<file path="src/rtl/floatingpoint.sv">
// Shared IEEE-754 single-precision types used by the floating-point adder
// datapath and the primitives it is built from.
package floatingpoint;

  typedef struct packed {
    logic        sign;
    logic [7:0]  exponent;
    logic [22:0] mantissa;
  } float;

  // Exponent value reserved for infinities and NaNs.
  localparam logic [7:0] EXP_SPECIAL = 8'hFF;

endpackage

</file>
<file path="src/rtl/fp_arith_primitives_if.sv">
// Bundle of operand, result and strobe signals for fp_arith_primitives.
// The block drives the slave side; the producer/consumer uses the master side.
interface fp_arith_primitives_if #(
  parameter int WIDTH       = 8,
  parameter int SHIFT_WIDTH = 32
);
  import floatingpoint::*;

  localparam int AMT_WIDTH = $clog2(SHIFT_WIDTH);

  // Handshake: InputValid has no ready partner; every cycle it is high the
  // inputs are consumed, and exactly one edge later ResultValid is high for
  // one cycle with the matching results. There is no backpressure, so the
  // consumer must take the outputs in the cycle ResultValid is high.
  logic                   InputValid;
  logic [WIDTH-1:0]       A;
  logic [WIDTH-1:0]       B;
  logic                   Sub;
  logic [SHIFT_WIDTH-1:0] ShiftIn;
  logic [AMT_WIDTH-1:0]   ShiftAmt;
  logic                   Rotate;
  logic                   Left;
  float                   Op1;
  float                   Op2;

  logic [WIDTH-1:0]       Sum;
  logic                   CarryOut;
  logic                   Negative;
  logic                   Zero;
  logic                   Overflow;
  logic [SHIFT_WIDTH-1:0] ShiftOut;
  logic                   Op1Invalid;
  logic                   Op2Invalid;
  logic                   InputInvalid;
  logic                   ResultValid;

  modport master (
    output InputValid, A, B, Sub, ShiftIn, ShiftAmt, Rotate, Left, Op1, Op2,
    input  Sum, CarryOut, Negative, Zero, Overflow, ShiftOut,
           Op1Invalid, Op2Invalid, InputInvalid, ResultValid
  );

  modport slave (
    input  InputValid, A, B, Sub, ShiftIn, ShiftAmt, Rotate, Left, Op1, Op2,
    output Sum, CarryOut, Negative, Zero, Overflow, ShiftOut,
           Op1Invalid, Op2Invalid, InputInvalid, ResultValid
  );

endinterface

</file>
<file path="src/rtl/AddSub8Bit.sv">
// Unsigned add/subtract with carry, borrow, zero and two's-complement
// overflow flags. Purely combinational.
module AddSub8Bit #(
  parameter int WIDTH = 8
) (
  input  logic [WIDTH-1:0] A,
  input  logic [WIDTH-1:0] B,
  input  logic             Sub,
  output logic [WIDTH-1:0] Sum,
  output logic             CarryOut,
  output logic             Negative,
  output logic             Zero,
  output logic             Overflow
);

  logic [WIDTH-1:0] b_eff;
  logic [WIDTH:0]   total;

  // Subtract is A + ~B + 1, so CarryOut=1 means no borrow (A >= B).
  assign b_eff = Sub ? ~B : B;
  assign total = {1'b0, A} + {1'b0, b_eff} + {{WIDTH{1'b0}}, Sub};

  assign {CarryOut, Sum} = total;
  assign Negative = Sub & ~CarryOut;
  assign Zero     = (Sum == '0);
  assign Overflow = (A[WIDTH-1] == b_eff[WIDTH-1]) & (Sum[WIDTH-1] != A[WIDTH-1]);

endmodule

</file>
<file path="src/rtl/BarrelShifter.sv">
// Logical shift or rotate, left or right, by a variable distance.
// Purely combinational.
module BarrelShifter #(
  parameter int SHIFT_WIDTH = 32,
  parameter int AMT_WIDTH   = $clog2(SHIFT_WIDTH)
) (
  input  logic [SHIFT_WIDTH-1:0] ShiftIn,
  input  logic [AMT_WIDTH-1:0]   ShiftAmt,
  input  logic                   Rotate,
  input  logic                   Left,
  output logic [SHIFT_WIDTH-1:0] ShiftOut
);

  logic [SHIFT_WIDTH-1:0] fill;
  logic [SHIFT_WIDTH-1:0] left_res;
  logic [SHIFT_WIDTH-1:0] right_res;
  logic [SHIFT_WIDTH-1:0] unused_lo;
  logic [SHIFT_WIDTH-1:0] unused_hi;

  // A second copy of the data next to it turns a double-width shift into a
  // rotate; a zero copy gives a plain logical shift.
  assign fill = Rotate ? ShiftIn : '0;
  assign {left_res, unused_lo}  = {ShiftIn, fill} << ShiftAmt;
  assign {unused_hi, right_res} = {fill, ShiftIn} >> ShiftAmt;

  assign ShiftOut = Left ? left_res : right_res;

endmodule

</file>
<file path="src/rtl/CheckSpecial.sv">
// Flags single-precision operands that are infinity or NaN (all-ones
// exponent). Zero and denormals are treated as ordinary values.
module CheckSpecial
  import floatingpoint::*;
(
  input  float Op1,
  input  float Op2,
  output logic Op1Invalid,
  output logic Op2Invalid,
  output logic InputInvalid
);

  logic unused_fields;

  assign Op1Invalid   = (Op1.exponent == EXP_SPECIAL);
  assign Op2Invalid   = (Op2.exponent == EXP_SPECIAL);
  assign InputInvalid = Op1Invalid | Op2Invalid;

  // Sign and mantissa do not affect the screening result.
  assign unused_fields = ^{Op1.sign, Op1.mantissa, Op2.sign, Op2.mantissa};

endmodule

</file>
<file path="src/rtl/fp_arith_primitives.sv">
// Registers the add/sub, barrel-shift and special-value results of one
// accepted input together, one cycle after InputValid.
module fp_arith_primitives #(
  parameter int WIDTH       = 8,
  parameter int SHIFT_WIDTH = 32
) (
  input logic                Clock,
  input logic                Reset,
  fp_arith_primitives_if.slave bus
);

  logic [WIDTH-1:0]       sum_c;
  logic                   carry_c;
  logic                   neg_c;
  logic                   zero_c;
  logic                   ovf_c;
  logic [SHIFT_WIDTH-1:0] shift_c;
  logic                   op1_inv_c;
  logic                   op2_inv_c;
  logic                   in_inv_c;

  AddSub8Bit #(.WIDTH(WIDTH)) u_addsub (
    .A        (bus.A),
    .B        (bus.B),
    .Sub      (bus.Sub),
    .Sum      (sum_c),
    .CarryOut (carry_c),
    .Negative (neg_c),
    .Zero     (zero_c),
    .Overflow (ovf_c)
  );

  BarrelShifter #(.SHIFT_WIDTH(SHIFT_WIDTH)) u_shift (
    .ShiftIn  (bus.ShiftIn),
    .ShiftAmt (bus.ShiftAmt),
    .Rotate   (bus.Rotate),
    .Left     (bus.Left),
    .ShiftOut (shift_c)
  );

  CheckSpecial u_special (
    .Op1          (bus.Op1),
    .Op2          (bus.Op2),
    .Op1Invalid   (op1_inv_c),
    .Op2Invalid   (op2_inv_c),
    .InputInvalid (in_inv_c)
  );

  // All results load on the same edge so flags never mix operands across
  // cycles; reset wins over a simultaneous InputValid.
  always_ff @(posedge Clock) begin
    if (!Reset) begin
      bus.Sum          <= '0;
      bus.CarryOut     <= 1'b0;
      bus.Negative     <= 1'b0;
      bus.Zero         <= 1'b0;
      bus.Overflow     <= 1'b0;
      bus.ShiftOut     <= '0;
      bus.Op1Invalid   <= 1'b0;
      bus.Op2Invalid   <= 1'b0;
      bus.InputInvalid <= 1'b0;
      bus.ResultValid  <= 1'b0;
    end else begin
      bus.ResultValid <= bus.InputValid;
      if (bus.InputValid) begin
        bus.Sum          <= sum_c;
        bus.CarryOut     <= carry_c;
        bus.Negative     <= neg_c;
        bus.Zero         <= zero_c;
        bus.Overflow     <= ovf_c;
        bus.ShiftOut     <= shift_c;
        bus.Op1Invalid   <= op1_inv_c;
        bus.Op2Invalid   <= op2_inv_c;
        bus.InputInvalid <= in_inv_c;
      end
    end
  end

endmodule

</file>
<file path="src/flat_wrapper.sv">
// flat-port wrapper written by rule: the top's interface ports become plain ports
module fp_arith_primitives_flat 
#(
  parameter int WIDTH       = 8,
  parameter int SHIFT_WIDTH = 32
)
  (Clock, Reset, bus_InputValid, bus_A, bus_B, bus_Sub, bus_ShiftIn, bus_ShiftAmt, bus_Rotate, bus_Left, bus_Op1, bus_Op2, bus_Sum, bus_CarryOut, bus_Negative, bus_Zero, bus_Overflow, bus_ShiftOut, bus_Op1Invalid, bus_Op2Invalid, bus_InputInvalid, bus_ResultValid);
  fp_arith_primitives_if #(.WIDTH(WIDTH), .SHIFT_WIDTH(SHIFT_WIDTH)) bus_i ();
  input logic Clock;
  input logic Reset;
  input wire logic [$bits(bus_i.InputValid)-1:0] bus_InputValid;
  input wire logic [$bits(bus_i.A)-1:0] bus_A;
  input wire logic [$bits(bus_i.B)-1:0] bus_B;
  input wire logic [$bits(bus_i.Sub)-1:0] bus_Sub;
  input wire logic [$bits(bus_i.ShiftIn)-1:0] bus_ShiftIn;
  input wire logic [$bits(bus_i.ShiftAmt)-1:0] bus_ShiftAmt;
  input wire logic [$bits(bus_i.Rotate)-1:0] bus_Rotate;
  input wire logic [$bits(bus_i.Left)-1:0] bus_Left;
  input wire logic [$bits(bus_i.Op1)-1:0] bus_Op1;
  input wire logic [$bits(bus_i.Op2)-1:0] bus_Op2;
  output wire logic [$bits(bus_i.Sum)-1:0] bus_Sum;
  output wire logic [$bits(bus_i.CarryOut)-1:0] bus_CarryOut;
  output wire logic [$bits(bus_i.Negative)-1:0] bus_Negative;
  output wire logic [$bits(bus_i.Zero)-1:0] bus_Zero;
  output wire logic [$bits(bus_i.Overflow)-1:0] bus_Overflow;
  output wire logic [$bits(bus_i.ShiftOut)-1:0] bus_ShiftOut;
  output wire logic [$bits(bus_i.Op1Invalid)-1:0] bus_Op1Invalid;
  output wire logic [$bits(bus_i.Op2Invalid)-1:0] bus_Op2Invalid;
  output wire logic [$bits(bus_i.InputInvalid)-1:0] bus_InputInvalid;
  output wire logic [$bits(bus_i.ResultValid)-1:0] bus_ResultValid;
  assign bus_i.InputValid = bus_InputValid;
  assign bus_i.A = bus_A;
  assign bus_i.B = bus_B;
  assign bus_i.Sub = bus_Sub;
  assign bus_i.ShiftIn = bus_ShiftIn;
  assign bus_i.ShiftAmt = bus_ShiftAmt;
  assign bus_i.Rotate = bus_Rotate;
  assign bus_i.Left = bus_Left;
  assign bus_i.Op1 = bus_Op1;
  assign bus_i.Op2 = bus_Op2;
  assign bus_Sum = bus_i.Sum;
  assign bus_CarryOut = bus_i.CarryOut;
  assign bus_Negative = bus_i.Negative;
  assign bus_Zero = bus_i.Zero;
  assign bus_Overflow = bus_i.Overflow;
  assign bus_ShiftOut = bus_i.ShiftOut;
  assign bus_Op1Invalid = bus_i.Op1Invalid;
  assign bus_Op2Invalid = bus_i.Op2Invalid;
  assign bus_InputInvalid = bus_i.InputInvalid;
  assign bus_ResultValid = bus_i.ResultValid;
  fp_arith_primitives #(.WIDTH(WIDTH), .SHIFT_WIDTH(SHIFT_WIDTH)) u_core (.Clock(Clock), .Reset(Reset), .bus(bus_i));
endmodule
</file>
<file path="config.mk">
export PLATFORM = sky130hd
export DESIGN_NAME = fp_arith_primitives_flat
export DESIGN_NICKNAME = d
export VERILOG_FILES = /design/src/rtl/floatingpoint.sv /design/src/rtl/fp_arith_primitives_if.sv /design/src/rtl/AddSub8Bit.sv /design/src/rtl/BarrelShifter.sv /design/src/rtl/CheckSpecial.sv /design/src/rtl/fp_arith_primitives.sv /design/src/flat_wrapper.sv
export SDC_FILE = /design/constraint.sdc
export NUM_CORES = 1
export LEC_CHECK = 0
export CORE_ASPECT_RATIO = 0.9
export CORE_MARGIN = 2
export CORE_UTILIZATION = 47
export DETAILED_ROUTE_END_ITERATION = 7
export PLACE_DENSITY = 0.82
export SLEW_MARGIN = 20
export SYNTH_ARGS = -nofsm -noshare
export SYNTH_HDL_FRONTEND = slang
export SYNTH_HIERARCHICAL = 1
export SYNTH_SLANG_ARGS = --single-unit
</file>
<file path="constraint.sdc">
create_clock -name Clock -period 2.65 [get_ports Clock]
set_clock_uncertainty 0.15 [all_clocks]
set_input_delay 0.53 -clock Clock [delete_from_list [all_inputs] [get_ports Clock]]
set_output_delay 0.53 -clock Clock [all_outputs]
set_load 0.005 [all_outputs]
</file>
* Yosys cells after proc, flatten, opt, wreduce, memory -nomap -nowiden *
Index checks and enable logic that the tools add are counted.

operators by class
  $add $sub $neg = 2
  eq/ne operators = 4
  shift-type cells = 2
  multiplexer cells = 3
  bitwise logic cells = 5
  reduce and logical (&&, ||, !) cells = 1

operators by type and width
  cell                number
  $mux 32             2
  $shl 64x5->64       1
  $shr 64x5->32       1
  $eq 8x8->1 const B  2
  $add 8x8->9         1
  $add 9x1->9         1
  $logic_not 8->1     1
  $mux 8              1
  $not 8->8           1
  $and 1x1->1         2
  $eq 1x1->1          1
  $ne 1x1->1          1
  $not 1->1           1
  $or 1x1->1          1

word-level totals
  register bits after elaboration = 48
  bits of input ports = 123
  output and inout port bits = 48
  logic and storage cells = 27

* Depth between registers and ports, before layout *
Gate-level depths: netlist of the first run.

  depth in word-level cells = 6
  depth in mapped cells = 12
  gate-level depth less buffers = 10

* Cells and area by module *
Netlist of the first run, hierarchy kept.

modules (own cells, without submodules)
  module               instances  cells an instance  area an instance (sq um)  sequential area each (sq um)
  BarrelShifter        1          585                5012.3                    0.0
  fp_arith_primitives  1          154                1834.3                    960.9
  AddSub8Bit           1          61                 498.0                     0.0
  CheckSpecial         1          7                  38.8                      0.0

* Worst setup path before layout of the first run *
Ideal clock, no wire load.

  kind = input to register
  start = input port bus_Sub
  end = register u_core.bus.Zero
  setup time = 0.065 ns
  arrival time = 2.401 ns
  required time = 2.435 ns
  path slack = 0.034 ns
  cell stages on the path = 11
  path buffers = 1
  cell sequence = buf_6 xor2_1 inv_1 fa_1 nand2b_1 a21oi_1 xnor2_1 or3b_1 nor4_2 mux2i_1 nor2b_1

between the ends
  longest elaborated chain between the ends = 4

RTL lines
  element                    RTL line                      text
  start: declaration         flat_wrapper.sv:14            input wire logic [$bits(bus_i.Sub)-1:0] bus_Sub;
  $mux 8                     AddSub8Bit.sv:20              assign b_eff = Sub ? ~B : B;
  $add 8x8->9                AddSub8Bit.sv:21              assign total = {1'b0, A} + {1'b0, b_eff} + {{WIDTH{1'b0}}, Sub};
  $add 9x1->9 (*)            AddSub8Bit.sv:21
  named net u_core.sum_c[4]  fp_arith_primitives.sv:12     logic [WIDTH-1:0] sum_c;
  $logic_not 8->1 (*)        AddSub8Bit.sv:25              assign Zero = (Sum == '0);
  named net u_core.zero_c    fp_arith_primitives.sv:15     logic zero_c;
  end signal: assignment     fp_arith_primitives.sv:69     bus.Zero <= zero_c;
  end: declaration           fp_arith_primitives_if.sv:45  output Sum, CarryOut, Negative, Zero, Overflow, ShiftOut,

Mark *: on every way through the listed nets, which the timed path passes. The rest lies on a longest branch.
A chain may end at the register's enable or synchronous reset.

* Final worst setup path of the first run *
  start = input port bus_Sub
  end = register u_core.bus.Sum[5]

between the ends
  longest elaborated chain between the ends = 3

RTL lines
  element                    RTL line                      text
  $mux 8                     AddSub8Bit.sv:20
  $add 8x8->9                AddSub8Bit.sv:21
  $add 9x1->9 (*)            AddSub8Bit.sv:21
  named net u_core.sum_c[5]  fp_arith_primitives.sv:12
  end signal: assignment     fp_arith_primitives.sv:66     bus.Sum <= sum_c;
  end: declaration           fp_arith_primitives_if.sv:45

Marks and branches as above.

==> metrics.yaml, run 1 <==
wl_met1_um: 11880
path_class: "input port to flop"
finalWorstSetupSlack_ns: -0.08294
overflow: 0
tightest_slew_ns: 0.6439
synthCells: 807
insertion_delay_ns: 0.29
grt_antenna_before_repair: 2
hold_ws_ns: 0.3707
area_growth_pct: 51.74
coreArea_sq_um: 15390
post_drt_wl_per_cell_um: 25.01
synth_nets: 938
switching_power_uw: 1554
ant_nets: 0
final_common_cell: "buf_4"
intPower_uw: 2611
route.met2.wl_um: 15000
num_vias: 8820
vdd_drop_max_v: 0.0003072
ys.flop_type: "dfxtp_1"
routed.top_layer: "met5"
cts_tree: "done"
drc: 0
cp.arrival_ns: 2.76
pwr-share-seq_pct: 19.7
track_usage_pct: 37.18
via_per_inst: 6.657
clockRootBuffer: "clkbuf_16"
cp.required_ns: 2.68
violations: "setup timing"
yosys_register_bits: 48
wirelength_um: 33140
placed_cell_area_sq_um: 10170
synth-edff-count: 0
pwr_density_cell_nw_per_um2: 371.7
seq_area_frac_synth_pct: 13.01
syn_area_per_cell_sq_um: 9.149
routabilityCongestion: 0.9926
num_rows: 43
ys_async_sr_fraction_pct: 0
synth_top_area_cell: "mux4_2"
place_ws_ns: -0.6954
synth.area.top_cells: "mux4_2, mux2i_1, dfxtp_1"
hpwlAfterDp_um: 23330
p_leak_uw: 0.004837
die_area_sq_um: 16730
num_io_pins: 171
clock_path_buffers: 2
crit_slowest_cell: "ha_2"
hold_viol: 0
drive_gt1_share_pct: 43.53
total_power_uw: 4165
htreeDepth: 2
clockPowerShare_pct: 20.1
fillers: 1078
setup_viol: 7
status: "finished with violations"
crit_fanout: 4
dr.pass1.iters: 6
hold_buffers: 0
rsz0062_at_grt: "yes"
layout_common_cells: "buf_4, mux2i_1, nor2_1"
crit_buf_inv: 5
io_buffer_count: 122
clk_pin_slew_ns: 0.07
wl_met3_um: 4366
fin_nets: 1251
cts.sinks: 48
drt_iter0_drc: 1281
slew_violations: 0
cp_common_cell: "buf_4"
crit_chain: "buf_6 > buf_6 > buf_4 > xor2_1 > ha_2 > buf_4 > nand4_1 > o22ai_2 > a211oi_2 > xnor2_2 > buf_4 > mux2i_1 > nor2b_1"
fmax_mhz: 365.9
p_sw_share_pct: 37.31
finalInstanceArea_sq_um: 11200
grt_pass1_vias: 8248
initial_core_util_pct: 47.98
chipWidth_um: 136.1
critical_path.startpoint_type: "input port"
cp-end-kind: "flop"
cp_top_family: "buffers and inverters"
relSlewSlack_pct: 56.91
period_share_pct: 103.1
synth_warnings: 6
syn_area_sq_um: 7383
hp-class: "flop to flop"
utilization_pct: 72.81
cpPeakStageDelay_ns: 0.35
grt_max_degree: 49
finalCriticalPeriod_ns: 2.733
pwr-share-comb_pct: 60.2
grt_pass1_wl_um: 47380
numCtsBuffers: 5
dieHeight_um: 122.9
max_cap_viol_count: 0
synth_cell_types: 71
synth_top_area_share_pct: 21.66
[flip-flops by register name, summed over array words and instances (netlist names)]
| signal | count |
|---|---|
| u_core/bus.CarryOut | 1 |
| u_core/bus.InputInvalid | 1 |
| u_core/bus.Negative | 1 |
| u_core/bus.Op1Invalid | 1 |
| u_core/bus.Op2Invalid | 1 |
| u_core/bus.Overflow | 1 |
| u_core/bus.ResultValid | 1 |
| u_core/bus.ShiftOut | 32 |
| u_core/bus.Sum | 8 |
| u_core/bus.Zero | 1 |
[routing by layer]
layer	global-route usage (%)	up-vias
met5	0	-
met4	14.06	2
met3	9.717	197
met2	60.46	767
met1	47.65	4139
li1	-	3715
[final cells by class]
class                   count  area (sq um)  share of cell area [%]
diodes                      2         5.005                 0.04467
inverters                  14         52.55                  0.4691
clock buffers               5         125.1                   1.117
clock inverters             3         68.82                  0.6143
well taps                 202         252.7                   2.256
repair buffers            398          3491                   31.16
multi-input cells         653          6247                   55.76
flip-flops and latches     48         960.9                   8.577
[cells in the mapped netlist (all sizes together), types with 4 or more instances]
cell     count
mux2i      123
nor2        87
mux4        71
nand2       54
buf         51
dfxtp       48
nor2b       48
clkbuf      41
a21oi       35
mux2        30
o22ai       21
o21ai       19
a211oi      14
a22oi       14
inv         14
nand2b      11
xor2        10
a211o        8
o32ai        8
a2bb2oi      7
ha           7
and2         6
nand3        6
o211ai       6
a221oi       5
a31oi        5
nand4        5
nor3         5
nand4b       4
o221ai       4
[kinds of logic after synthesis]
family	after synthesis	synth area share, %
buf+inv	106	8.388
simple gates	237	15.42
xor+xnor	13	1.542
fa+ha+maj	8	1.457
flops	48	13.01
compound gates	171	16.71
mux	224	43.47
[path summary, 6_finish.rpt]
path	startpoint	endpoint	slack, ns	cells past startpoint
max reg2reg	u_core/bus.ShiftOut[29]$_SDFFE_PN0P_	u_core/bus.ShiftOut[29]$_SDFFE_PN0P_	1.74	2
max	bus_Sub	u_core/bus.Sum[5]$_SDFFE_PN0P_	-0.08	13
min reg2reg	u_core/bus.Sum[2]$_SDFFE_PN0P_	u_core/bus.Sum[2]$_SDFFE_PN0P_	0.37	2
min	u_core/bus.Sum[2]$_SDFFE_PN0P_	u_core/bus.Sum[2]$_SDFFE_PN0P_	0.37	2
[worst register-to-register path: stages (launching register included)]
cell and delay, ns:
dfxtp_1 0.33, mux2i_1 0.22, nor2b_1 0.09
[repair_timing]
action | in CTS | in global routing
setup buffers | 20 | 9
gates resized for setup | 98 | 87
setup endpoints to repair | 38 | 38
gates cloned | 8 | 4
pin swaps | 22 | 30
endpoints found under the hold margin | 0 | 0
[through the flow]
stage | instances | TNS (ns)
finish | 1325 | -0.2536
global route | 1324 | -0.7070
CTS | 1310 | -0.05917
detailed placement | 1274 | -17.29
global placement | 1274 | -14.69
floorplan | 807 | 0
[power by group through the flow]
| stage | logic, uW | registers [uW] | clock network, uW |
|---|---|---|---|
| detailed placement | 2120 | 835 | 0 |
| global placement | 2090 | 831 | 0 |
| finish | 2510 | 822 | 835 |
| global route | 2610 | 828 | 874 |
| floorplan | 1150 | 834 | 0 |
| CTS | 2260 | 819 | 829 |
Power figures use the tool's default switching activity.
==> inputs of run 2 (changes only) <==
SLEW_MARGIN = 5   (was 20)
==> results of run 2 <==
Same layout as run 1: the final DEF is identical, and so are final timing and power.
